===== config.mk =====
export PLATFORM = sky130hd
export DESIGN_NAME = dot_product_sequencer
export DESIGN_NICKNAME = d
export VERILOG_FILES = /design/src/rtl/dot_product_sequencer.sv
export SDC_FILE = /design/constraint.sdc
export NUM_CORES = 1
export LEC_CHECK = 0
export CAP_MARGIN = 0
export CORE_MARGIN = 2
export CORE_UTILIZATION = 42
export DETAILED_ROUTE_END_ITERATION = 12
export GPL_ROUTABILITY_DRIVEN = 0
export PLACE_DENSITY_LB_ADDON = 0.25
export REMOVE_ABC_BUFFERS = 1
export SETUP_SLACK_MARGIN = 0.4
export SLEW_MARGIN = 5
export SYNTH_ARGS = -nofsm -noshare
export SYNTH_HDL_FRONTEND = slang
export SYNTH_SLANG_ARGS = --single-unit

===== constraint.sdc =====
create_clock -name clk -period 5.5 [get_ports clk]
set_clock_uncertainty 0.1 [all_clocks]
set_input_delay 1.375 -clock clk [delete_from_list [all_inputs] [get_ports clk]]
set_output_delay 1.375 -clock clk [all_outputs]
set_load 0.02 [all_outputs]

===== src/rtl/dot_product_sequencer.sv =====
// rtl/dot_product_sequencer.sv - loads four complex operands, starts dotProduct, streams result memory out
// Optional DP_TIMEOUT_EN: abort WAIT after TIMEOUT cycles without done and pulse err.
module dot_product_sequencer #(
  parameter int WIDTH      = 16,
  parameter int ADDR_WIDTH = 3,
  parameter int DEPTH      = 8,
  parameter int TIMEOUT    = 64
) (
  input  logic                    clk,
  input  logic                    rst,
  input  logic                    s_valid,
  output logic                    s_ready,
  input  logic [WIDTH-1:0]        s_real,
  input  logic [WIDTH-1:0]        s_imag,
  output logic [4*WIDTH-1:0]      dp_inReal,
  output logic [4*WIDTH-1:0]      dp_inImag,
  output logic                    dp_start,
  input  logic                    dp_done,
  output logic [ADDR_WIDTH-1:0]   dp_readAddr,
  input  logic [WIDTH-1:0]        dp_readData,
  output logic                    m_valid,
  input  logic                    m_ready,
  output logic [WIDTH-1:0]        m_data,
  output logic                    m_last,
  output logic                    busy,
  output logic                    err
);

  typedef enum logic [2:0] {LOAD, START, WAIT, ADDR, CAPT, OUT} state_t;

  localparam logic [ADDR_WIDTH-1:0] LAST_ADDR = ADDR_WIDTH'(DEPTH - 1);

  state_t                  state_q, state_d;
  logic [1:0]              cnt_q, cnt_d;
  logic [4*WIDTH-1:0]      re_q, re_d, im_q, im_d;
  logic [ADDR_WIDTH-1:0]   addr_q, addr_d;
  logic [WIDTH-1:0]        data_q, data_d;
  logic                    valid_q, valid_d;
  logic                    last_q, last_d;
  logic                    s_ready_q, s_ready_d;
  logic                    s_fire;
  logic                    timeout_hit;

  assign s_fire = s_valid && s_ready_q;

`ifdef DP_TIMEOUT_EN
  localparam int TW = $clog2(TIMEOUT + 1);
  logic [TW-1:0] tmo_q, tmo_d;
  logic          err_q;

  always_comb begin
    tmo_d = '0;
    if (state_q == WAIT) tmo_d = tmo_q + 1'b1;
  end

  assign timeout_hit = (state_q == WAIT) && (tmo_q == TW'(TIMEOUT - 1));

  always_ff @(posedge clk or posedge rst) begin
    if (rst) begin
      tmo_q <= '0;
      err_q <= 1'b0;
    end else begin
      tmo_q <= tmo_d;
      err_q <= timeout_hit && !dp_done;
    end
  end

  assign err = err_q;
`else
  logic unused_timeout;
  assign unused_timeout = (TIMEOUT > 0);
  assign timeout_hit    = 1'b0;
  assign err            = 1'b0;
`endif

  always_comb begin
    state_d = state_q;
    cnt_d   = cnt_q;
    re_d    = re_q;
    im_d    = im_q;
    addr_d  = addr_q;
    data_d  = data_q;
    valid_d = valid_q;
    last_d  = last_q;
    case (state_q)
      LOAD: begin
        if (s_fire) begin
          re_d[cnt_q*WIDTH +: WIDTH] = s_real;
          im_d[cnt_q*WIDTH +: WIDTH] = s_imag;
          cnt_d = cnt_q + 2'd1;
          if (cnt_q == 2'd3) state_d = START;
        end
      end
      START: state_d = WAIT;
      WAIT: begin
        // done wins over a timeout expiring in the same cycle
        if (dp_done) begin
          addr_d  = '0;
          state_d = ADDR;
        end else if (timeout_hit) begin
          state_d = LOAD;
        end
      end
      ADDR: state_d = CAPT;
      CAPT: begin
        data_d  = dp_readData;
        valid_d = 1'b1;
        last_d  = (addr_q == LAST_ADDR);
        state_d = OUT;
      end
      OUT: begin
        if (m_ready) begin
          valid_d = 1'b0;
          last_d  = 1'b0;
          if (last_q) begin
            addr_d  = '0;
            state_d = LOAD;
          end else begin
            addr_d  = addr_q + 1'b1;
            state_d = ADDR;
          end
        end
      end
      default: state_d = LOAD;
    endcase
    s_ready_d = (state_d == LOAD);
  end

  always_ff @(posedge clk or posedge rst) begin
    if (rst) begin
      state_q   <= LOAD;
      cnt_q     <= '0;
      re_q      <= '0;
      im_q      <= '0;
      addr_q    <= '0;
      data_q    <= '0;
      valid_q   <= 1'b0;
      last_q    <= 1'b0;
      s_ready_q <= 1'b0;
    end else begin
      state_q   <= state_d;
      cnt_q     <= cnt_d;
      re_q      <= re_d;
      im_q      <= im_d;
      addr_q    <= addr_d;
      data_q    <= data_d;
      valid_q   <= valid_d;
      last_q    <= last_d;
      s_ready_q <= s_ready_d;
    end
  end

  assign s_ready     = s_ready_q;
  assign dp_inReal   = re_q;
  assign dp_inImag   = im_q;
  assign dp_start    = (state_q == START);
  assign dp_readAddr = addr_q;
  assign m_valid     = valid_q;
  assign m_data      = data_q;
  assign m_last      = last_q;
  assign busy        = (state_q != LOAD);

endmodule


==> impl_metrics.toml <==
[synthesis]
synth.distinct_cells = 36
synthCells = 653
synth_most_common_cell = "nand2_1"
yosysWarnings = 0
synth.largest_area_cell = "dfrtp_1"
async_flop_share = 1.00
netlist.area_leader.share = 0.609
avgSynthCellArea_um2 = 9.76
most_used_standard_cells_in_the_synthesized_netlist = "nand2_1 (262), dfrtp_1 (155), o21ai_1 (101)"
synth_flop_cell = "dfrtp_1"
synth_enable_flop_cells = 0
synth_area_leaders = "dfrtp_1 (61%), nand2_1 (15%), o21ai_1 (7.9%)"
synth_area_mm2 = 0.00637
ys_ff_latch = 155
seq_area_frac_synth = 0.609

[clock_tree]
cts_num_sinks = 155
tritoncts = "built"
holdBufCountCts = 0
clockRootBuffer = "clkbuf_16"
htree_levels = 4
worst_skew_pair.late_latency_ns = 0.42
numCtsBuffers = 17
cts-root-to-sink-buffers = 2
cts-resized-gates = 0
cts_setup_buffers = 0
worst_setup_hold_path_clk_slew_ns = 0.06

[timing]
grt_setup_unrepaired = "false"
hold_ws_ns = 0.380
slew_headroom = 0.370
fmaxAchievable_mhz = 292
worst_slew_pin_slew_ns = 0.945
final.period_utilization = 0.623
layout_min_cycle_time_ns = 3.43
finalWorstSetupSlack_ns = 2.07
timing.final.hold_violations = 0
drv_slew = 0
setup_viol = 0

[global_routing]
initial_antenna_violation_count = 0
first_global_vias = 5145
grt_util_all_layers = 0.215
grt_max_degree = 106
grt_pass1_wl_um = 27200
overflow = 0

[critical_path]
cp_data_required_time_ns = 4.03
setup.worst_path.end_class = "output port"
critPathMaxStageDelay_ns = 0.55
critPathArrivalTime_ns = 1.95
timing.critical_path.slowest_stage_cell = "clkdlybuf4s50_1"
worst_path_dominant_cell_family = "buffers and inverters"
worstSetupStartpointType = "flip-flop"
crit_type = "flip-flop to output port"
worstPathMaxFanout = 8
crit_path_cell_trace = "nor3_4 > inv_1 > clkdlybuf4s50_1"
cp_num_buf_inv = 2

[finish]
layout.area.seq_mm2 = 0.00388
final_area_mm2 = 0.00913
layout_utilization = 0.607
fill_cells = 1244
multiInputGateArea_mm2 = 0.00227
fin_nets = 904
antenna-diode-count = 0
fraction_of_final_layout_cells_with_drive_strength_greater_than_1 = 0.0750
synthToLayoutAreaGrowth_pct = 43.2

[place]
postPlaceCellArea_mm2 = 0.00853
port_buffers = 204
dp_hpwl_um = 11600
dp_worst_setup_slack_ns = 2.06

[power_and_ir_drop]
power.density_mw_per_mm2 = 642
design_power_total_w = 0.00586
power_leakage_nw = 3.79
ir_drop_mv = 0.343

[routing]
vias = 5181
route.detailed.vias_per_inst = 4.98
sum_of_routed_wire_length_over_all_layers_um = 16700
drcViolationCount = 0
detail_route.iter0.violations = 360
drt_pass1_iterations = 7
antenna_violating_nets_post_route = 0
drt-wirelength-per-cell_um = 16.0

[floorplanning]
placement_rows = 45
initial_cell_density_of_the_core = 0.424
dieHeight_um = 127
die-area_mm2 = 0.0162
core_area_mm2 = 0.0150
io_pins = 206
floorplan.die.width_um = 127

[run]
maxCapViolCount = 0

[status]
run_status = "finished clean"

[hold_path]
hold_class = "flip-flop to flip-flop"
==> flip-flops by register name (all words and copies together), names as in the netlist <==
register and flops:
dp_inImag 64, dp_inReal 64, m_data 16, dp_readAddr 3, state_q 3, cnt_q 2, m_last 1, m_valid 1
s_ready 1
==> final timing paths <==
| check | cells after the start | slack (ns) | to | from |
|---|---|---|---|---|
| setup / recovery | 3 | 2.07 | busy | state_q[1]$_DFF_PP0_ |
| hold / removal | 2 | 0.38 | dp_inReal[13]$_DFFE_PP0P_ | dp_inReal[13]$_DFFE_PP0P_ |
| setup reg to reg | 6 | 2.77 | dp_inReal[2]$_DFFE_PP0P_ | cnt_q[0]$_DFFE_PP0P_ |
| hold reg to reg | 2 | 0.38 | dp_inReal[13]$_DFFE_PP0P_ | dp_inReal[13]$_DFFE_PP0P_ |
| max in group asynchronous | 3 | 3.01 | dp_inImag[32]$_DFFE_PP0P_ | rst |
| min in group asynchronous | 2 | 1.44 | m_data[14]$_DFFE_PP0P_ | rst |
==> where the power goes <==
part           total [W]  internal, W  switching, W
clock            0.00120     0.000760      0.000440
sequential       0.00192      0.00161      0.000307
combinational    0.00274      0.00122       0.00152
==> metrics by stage <==
stage	setup TNS, ns	instances
3_3_place_gp	0	1012
3_5_place_dp	0	1012
4_1_cts	0	1041
6_report	0	1041
2_1_floorplan	-23.74	613
5_1_grt	0	1041
==> worst reg2reg max path: stages (launching register included) <==
cell,delay [ns]
dfrtp_1,0.54
inv_2,0.17
ha_1,0.46
nor3b_4,0.71
buf_4,0.37
nand2_1,0.09
o21ai_0,0.19
==> cell type report <==
| type | instances | area share |
|---|---|---|
| inverters | 9 | 0.00425 |
| clock buffers | 20 | 0.0489 |
| flip-flops and latches | 155 | 0.425 |
| clock inverters | 9 | 0.0162 |
| repair buffers | 211 | 0.231 |
| well taps | 188 | 0.0258 |
| multi-input cells | 449 | 0.249 |
==> layer usage <==
layer  track usage  vias up  part of all wire
li1              -     2495                 -
met1         0.277     2471              0.43
met2         0.343      196              0.46
met3        0.0812       19             0.096
met4        0.0621        0             0.013
met5             0        -                 0
==> logic make-up (layout without fill, tap and decap cells) <==
logic type / Yosys count / in the layout / synth area share
fa+ha+maj: 8 / 8 / 0.0157
mux: 19 / 19 / 0.0377
buf+inv: 49 / 249 / 0.0387
other cells: 1 / 1 / 0.000588
compound gates: 138 / 138 / 0.111
xor+xnor: 1 / 1 / 0.00137
flops: 155 / 155 / 0.609
simple gates: 282 / 282 / 0.186
==> cell usage in the layout (no fill, tap or decap), drive strengths merged <==
cell / n
a21o: 1
a221o: 1
a22o: 2
a31o: 1
and2: 3
and2b: 1
and3: 1
and3b: 1
buf: 7
bufinv: 4
clkbuf: 20
clkdlybuf4s50: 204
clkinv: 4
clkinvlp: 1
conb: 1
dfrtp: 155
ha: 8
inv: 9
mux2: 16
mux2i: 3
nand2: 262
nand3: 4
nand4b: 1
nor2: 1
nor2b: 1
nor3: 4
nor3b: 3
o21ai: 133
xnor2: 1
No activity file was read; power rests on OpenSTA's default activity.
